<file path="src/rtl/acs_matrix_ctrl.sv">
// Block controller for a Viterbi ACS matrix: gathers one block of code symbols,
// waits out the matrix pipeline, picks the minimum-metric survivor and hands it off.
module acs_matrix_ctrl #(
  parameter int LATENCY = 8,
  parameter int PM_W    = 7,
  parameter int DW      = 8
) (
  input  logic            clk,
  input  logic            rst,
  input  logic [1:0]      sym_in,
  input  logic            sym_valid,
  output logic            sym_ready,
  input  logic            flush,
  output logic [1:0]      data_recv_1,
  output logic [1:0]      data_recv_2,
  output logic [1:0]      data_recv_3,
  output logic [1:0]      data_recv_4,
  output logic [1:0]      data_recv_5,
  output logic [1:0]      data_recv_6,
  output logic [1:0]      data_recv_7,
  output logic [1:0]      data_recv_8,
  input  logic [PM_W-1:0] PM_in_1,
  input  logic [PM_W-1:0] PM_in_2,
  input  logic [PM_W-1:0] PM_in_3,
  input  logic [PM_W-1:0] PM_in_4,
  input  logic [DW-1:0]   data_in_1,
  input  logic [DW-1:0]   data_in_2,
  input  logic [DW-1:0]   data_in_3,
  input  logic [DW-1:0]   data_in_4,
  output logic [DW-1:0]   dec_out,
  output logic [1:0]      dec_state,
  output logic [PM_W-1:0] dec_metric,
  output logic            dec_sat,
  output logic            dec_valid,
  input  logic            dec_ready,
  output logic            busy,
  output logic [7:0]      blk_cnt
);

  localparam int HC_W = (LATENCY < 1) ? 1 : $clog2(LATENCY + 1);

  typedef enum logic [1:0] {FILL, HOLD, PICK, OUT} state_t;

  state_t          state;
  logic [2:0]      fill_cnt;
  logic [HC_W-1:0] hold_cnt;
  logic [1:0]      recv [8];

  logic [1:0]      win_idx;
  logic [PM_W-1:0] win_pm;
  logic [DW-1:0]   win_data;

  function automatic logic metric_saturated(input logic [PM_W-1:0] pm);
    return pm == {PM_W{1'b1}};
  endfunction

  // Strict less-than keeps the lowest index on ties.
  always_comb begin
    win_idx  = 2'd0;
    win_pm   = PM_in_1;
    win_data = data_in_1;
    if (PM_in_2 < win_pm) begin
      win_idx = 2'd1; win_pm = PM_in_2; win_data = data_in_2;
    end
    if (PM_in_3 < win_pm) begin
      win_idx = 2'd2; win_pm = PM_in_3; win_data = data_in_3;
    end
    if (PM_in_4 < win_pm) begin
      win_idx = 2'd3; win_pm = PM_in_4; win_data = data_in_4;
    end
  end

  assign sym_ready = (state == FILL);
  assign busy      = (state != FILL);

  assign data_recv_1 = recv[0];
  assign data_recv_2 = recv[1];
  assign data_recv_3 = recv[2];
  assign data_recv_4 = recv[3];
  assign data_recv_5 = recv[4];
  assign data_recv_6 = recv[5];
  assign data_recv_7 = recv[6];
  assign data_recv_8 = recv[7];

  always_ff @(posedge clk or negedge rst) begin
    if (!rst) begin
      state      <= FILL;
      fill_cnt   <= 3'd0;
      hold_cnt   <= '0;
      recv       <= '{default: 2'b00};
      dec_out    <= '0;
      dec_state  <= 2'd0;
      dec_metric <= '0;
      dec_sat    <= 1'b0;
      dec_valid  <= 1'b0;
      blk_cnt    <= 8'd0;
    end else if (flush) begin
      state     <= FILL;
      fill_cnt  <= 3'd0;
      hold_cnt  <= '0;
      recv      <= '{default: 2'b00};
      dec_valid <= 1'b0;
    end else begin
      case (state)
        FILL: begin
          if (sym_valid) begin
            recv[fill_cnt] <= sym_in;
            if (fill_cnt == 3'd7) begin
              fill_cnt <= 3'd0;
              hold_cnt <= '0;
              state    <= HOLD;
            end else begin
              fill_cnt <= fill_cnt + 3'd1;
            end
          end
        end
        // Matrix columns need LATENCY+1 cycles of stable symbols before metrics settle.
        HOLD: begin
          hold_cnt <= hold_cnt + 1'b1;
          if (hold_cnt == HC_W'(LATENCY)) state <= PICK;
        end
        PICK: begin
          dec_out    <= win_data;
          dec_state  <= win_idx;
          dec_metric <= win_pm;
          dec_sat    <= metric_saturated(win_pm);
          dec_valid  <= 1'b1;
          state      <= OUT;
        end
        OUT: begin
          if (dec_ready) begin
            dec_valid <= 1'b0;
            blk_cnt   <= blk_cnt + 8'd1;
            state     <= FILL;
          end
        end
        default: state <= FILL;
      endcase
    end
  end

endmodule

</file>
<file path="config.mk">
export PLATFORM = sky130hd
export DESIGN_NAME = acs_matrix_ctrl
export DESIGN_NICKNAME = d
export VERILOG_FILES = /design/src/rtl/acs_matrix_ctrl.sv
export SDC_FILE = /design/constraint.sdc
export NUM_CORES = 1
export LEC_CHECK = 0
export BUFFER_PORTS_ARGS = -buffer_cell sky130_fd_sc_hd__buf_2
export CAP_MARGIN = 10
export CORE_MARGIN = 10
export CORE_UTILIZATION = 55
export DETAILED_ROUTE_END_ITERATION = 6
export PLACE_DENSITY_LB_ADDON = 0.3
export SKIP_CTS_REPAIR_TIMING = 1
export SLEW_MARGIN = 20
export SYNTH_ARGS = -nofsm -noshare
export SYNTH_HDL_FRONTEND = slang
export SYNTH_SLANG_ARGS = --single-unit
export TNS_END_PERCENT = 5
</file>
<file path="constraint.sdc">
create_clock -name clk -period 4.34 [get_ports clk]
set_input_delay 1.085 -clock clk [delete_from_list [all_inputs] [get_ports clk]]
set_output_delay 1.085 -clock clk [all_outputs]
set_load 0.02 [all_outputs]
</file>
Word level (Yosys, flattened, before mapping)
Index checks and enable logic that the tools add are counted.

Bits in read-only memories: 0. Flip-flop bits (word level): 52. Memories: 0. Word-level logic and storage cells: 82. Bits of input ports: 67. Bits in writable memories: 0. Latch bits: 0. Output and inout port bits: 45.

Shift operators: 0. Bitwise gates (word level): 2. Equal/unequal tests: 10. Reduce and logical (&&, ||, !) cells: 13. Multiplexer cells: 32. Divide/modulo/power cells: 0. Multiply operators: 0. Add/sub/neg operators: 3. Order comparisons: 5.

Operators by type and width (count): 2-to-1 mux 16 bit (3); 2-to-1 mux 8 bit (3); less-than comparator 7 bit (3); 2-to-1 mux 7 bit (3); bitwise mux 16 bit (1); 2-to-1 mux 2 bit (8); 2-to-1 mux 3 bit (4); 2-to-1 mux 4 bit (3); adder 8 x 1 -> 8 bit (second input constant) (1); one-hot mux 2 bit (4 select lines) (1); one-hot mux 4 bit (2 select lines) (1); == test 7 bit (second input constant) (1); demux 2 bit (select 3 bit) (1); != test 3 bit (second input constant) (2); AND reduction 2 bit (3); AND reduction 3 bit (2); nonzero test 2 bit (3); nonzero test 3 bit (2); adder 4 x 1 -> 4 bit (second input constant) (1); == test 2 bit (second input constant) (2); == test 4 bit (second input constant) (1); >= comparator 4 bit (second input constant) (1); less-than comparator 4 x 1 -> 1 bit (second input constant) (1); inverter 3 -> 4 bit (1); other kinds (11) (13).

Longest topological paths before layout
Depth after elaboration: 9. Mapped depth: 25. Mapped depth without buffers: 22.

Least setup slack after synthesis
No wires, ideal clock.

Kind: input -> register. Start: input port PM_in_1[2]. End: register dec_sat. Required time: 4267 ps. Stages: 23. Setup time: 73 ps. Data arrival time: 5907 ps. Path slack: -1639 ps. Buffers on the path: 2. Path through: inv_1 -> ha_1 -> a21oi_1 -> o21ai_2 -> a21oi_4 -> clkbuf_1 -> nor2_1 -> a21oi_1 -> ha_1 -> a221oi_1 -> a221oi_1 -> mux2i_1 -> a22oi_2 -> a31oi_2 -> buf_6 -> mux2_4 -> ha_1 -> a21o_1 -> a211o_1 -> a221oi_1 -> o211ai_4 -> mux2_4 -> a21boi_2.

Word-level cells in the longest chain between the ends: 7.

RTL lines: start, declared (RTL line 22) `input logic [PM_W-1:0] PM_in_1,`; less-than comparator 7 bit (RTL line 62) `if (PM_in_2 < win_pm) begin`; 2-to-1 mux 7 bit * (RTL line 62); less-than comparator 7 bit (RTL line 65) `if (PM_in_3 < win_pm) begin`; 2-to-1 mux 7 bit * (RTL line 65); less-than comparator 7 bit (RTL line 68) `if (PM_in_4 < win_pm) begin`; 2-to-1 mux 7 bit * (RTL line 68); == test 7 bit * (RTL line 54) `return pm == {PM_W{1'b1}};`; end signal, assigned (RTL line 126) `dec_sat <= metric_saturated(win_pm);`; end, declared (RTL line 33) `output logic dec_sat,`.

Every way passes the cells marked *; elsewhere a longest branch is shown, timed or not. A chain may end at the register's enable or synchronous reset.

Final worst setup path
Start: input port PM_in_1[3]. End: register dec_out[6].

Word-level cells in the longest chain between the ends: 6. Elaborated cells on any way between the ends: 8. Classes of those cells: order compare (3); mux (5).

RTL lines: less-than comparator 7 bit (RTL line 62); 2-to-1 mux 7 bit (RTL line 62); less-than comparator 7 bit (RTL line 65); 2-to-1 mux 7 bit (RTL line 65); less-than comparator 7 bit (RTL line 68); 2-to-1 mux 8 bit * (RTL line 68); end signal, assigned (RTL line 123) `dec_out <= win_data;`; end, declared (RTL line 30) `output logic [DW-1:0] dec_out,`.

Marked as above.

==> out/metrics.csv <==
metric;value;unit
top-count cell post-synth;dfrtp_1;
crit-path max FO;8;
post-synthesis cell type count;49;
Synth Net Count;459;
Worst Max-Slew Pin Slew;0.6330;ns
vias per cell;5.591;
# IOs;112;
RSZ-0062 raised after global routing;true;
Mapped Avg Cell Area;9.379;sq um
Max-slew headroom;0.5780;
final hold violation count;0;
Finished Cell Area;0.004746;sq mm
Clk Latency, worst-skew pair;0.31;ns
CTS HTree Levels;2;
Non-Filler Instances;589;
clk sinks;52;
status;complete, but fails checks;
Fillers;391;
pwr/cell area;364.9;mW/mm^2
hpwl dp;7828;um
Starting Density;0.5743;
Final min period;5.254;ns
peak supply drop;0.0003869;V
yosys warns;0;
Ant. Diodes;0;
CTS tree;yes;
dpl cell area;0.004457;sq mm
area share of the largest cell type after synthesis;0.3760;
I/O Buffers;111;
Async SR Flop Fraction;1.000;
cts bufs inserted;5;
WHS Path Cells;1;
Overflow after GRT;0;
RR Startpoint;state[0];
DRC Markers;0;
EDFF count, synth;0;
fin. max-slew vios;0;
clk root buf;clkbuf_8;
layout cells sized above 1;0.4377;
num rows;28;
DRT Pass-1 Iters;5;
drt first-iter violations;126;
CP Launch Point;PM_in_1[3];
startpoint types;input port;
Layout area overhead;37.13;%
synthesized flop and latch total;52;
Period Utilization, post-route;1.210;
crit path DAT;5.45;ns
Finish-stage setup viols;18;
DRT Wirelength;10450;um
first-pass GRT wire length;15500;um
Fmax achieved;190.3;MHz
largest net degree at the start of global routing;53;
Leak;2.405;nW
largest cells by area after synthesis;dfrtp_1, ha_1, mux2i_1, mux2_2, a21oi_1;
R2R cell count;7;
critical path class;in -> reg;
vias in the first global route;3245;
synthesized area;0.003461;sq mm
DIE AREA;0.009865;sq mm
core box area;0.006026;sq mm
fin nets;603;
gr usage total;0.1859;
Synth top cells by count;dfrtp_1, nor2_1, a21oi_1, nand2_1, inv_1;
vias;3293;
Inst Count DP;577;
Worst setup EP type;flop;
Synth area leader;dfrtp_1;
clock skew;0.009413;ns
Reg clk slew, reported paths;0.10;ns
WL/cell;17.74;um
# Max-Cap Violations;0;
Die Height;99.33;um
Data required, critical path;4.54;ns
Seq/Total Area, Yosys;0.3760;
final total power;1.732;mW
Hold Crit Class;reg -> reg;
die width;99.33;um
worst hold start;blk_cnt[7];
worst-case clock buffer depth;2;
initial antenna violation count;0;
Post-Syn Instances;369;
setup slack after layout;-0.9135;ns
gp weighted congestion;0.8933;
Antenna Violating Nets Remaining;0;
failing checks;setup timing;
Most used DFF post-synth;dfrtp_1;
## final timing paths
path,slack (ns),endpoint
hold / removal,0.47,blk_cnt[7]
setup / recovery,-0.91,dec_out[6]
hold reg to reg,0.47,blk_cnt[7]
max in group asynchronous,3.04,dec_metric[1]
min in group asynchronous,0.87,blk_cnt[3]
setup reg to reg,2.06,data_recv_1[0]
## cell usage in the layout, fill, tap and decap left out, drive strengths merged, types with 2 or more instances in the layout
cell	n
clkbuf	6
and4	2
dfrtp	52
mux2	27
nor2b	4
a22oi	3
o21ai	24
nand2	33
o22ai	2
a31oi	6
mux2i	25
and3	3
xor2	2
a221oi	5
nand2b	7
xnor2	8
a21o	2
ha	23
nor2	34
or3	3
buf	152
inv	28
nand4	5
a21oi	35
nand3	8
## power breakdown
part           internal (mW)  switching (mW)
Sequential             0.568          0.0572
Combinational          0.371           0.448
Clock                  0.119           0.169
## layer usage
layer,GRT usage,part of all wire,vias to the layer above
li1,-,-,1591
met1,0.2112,0.39,1563
met2,0.3382,0.52,116
met3,0.04637,0.068,23
met4,0.04631,0.022,0
met5,0,0,-
## stage by stage
| stage | TNS, ns | setup slack [ns] | utilization | hold WS, ns |
|---|---|---|---|---|
| global route | -19.78 | -1.177 | 0.7876 | 0.5055 |
| CTS | -15.04 | -0.9142 | 0.7556 | 0.4779 |
| floorplan | -19.12 | -1.119 | - | 0.5289 |
| finish | -15.46 | -0.9135 | 0.7876 | 0.4730 |
| detailed placement | -21.27 | -1.234 | 0.7396 | 0.4588 |
| global placement | -18.70 | -1.100 | 0.7396 | 0.4604 |
## sequential cells by signal (all words and copies together), names as in the netlist, 3 cells and up
name and flops:
blk_cnt 8, dec_out 8, dec_metric 7, hold_cnt 4
fill_cnt 3
## cell families after synthesis
group / synth area share
AOI/OAI and AO/OA: 0.1576
xor gates and xnor gates: 0.02531
adders and majority gates: 0.08315
buffers and inverters: 0.05423
DFF: 0.3760
muxes: 0.1645
and+or+nand+nor: 0.1392
## cell type report
| type | count | area, sq um | share of cell area |
|---|---|---|---|
| repair buffers | 153 | 943.4 | 0.1988 |
| clock buffers | 5 | 68.82 | 0.01450 |
| clock inverters | 3 | 27.53 | 0.005800 |
| inverters | 27 | 116.4 | 0.02452 |
| well taps | 75 | 93.84 | 0.01977 |
| flip-flops and latches | 52 | 1301 | 0.2742 |
| multi-input cells | 274 | 2195 | 0.4624 |
## worst max-delay path, cell delays in order
cell and delay [ns]:
buf_2 0.11, inv_2 0.05, ha_2 0.25, nand2_1 0.11, nor2_2 0.06, a21oi_4 0.25
nor2_4 0.06, a21oi_4 0.15, ha_4 0.23, a221oi_2 0.27, a221oi_2 0.06, mux2i_1 0.17
a22oi_2 0.14, a31oi_4 0.33, mux2_4 0.36, ha_4 0.27, o2111a_1 0.21, and3_4 0.20
nand2_2 0.04, a311o_1 0.31, o211ai_4 0.21, clkbuf_16 0.24, mux2i_1 0.20, a21oi_1 0.09
Power figures use the tool's default switching activity.
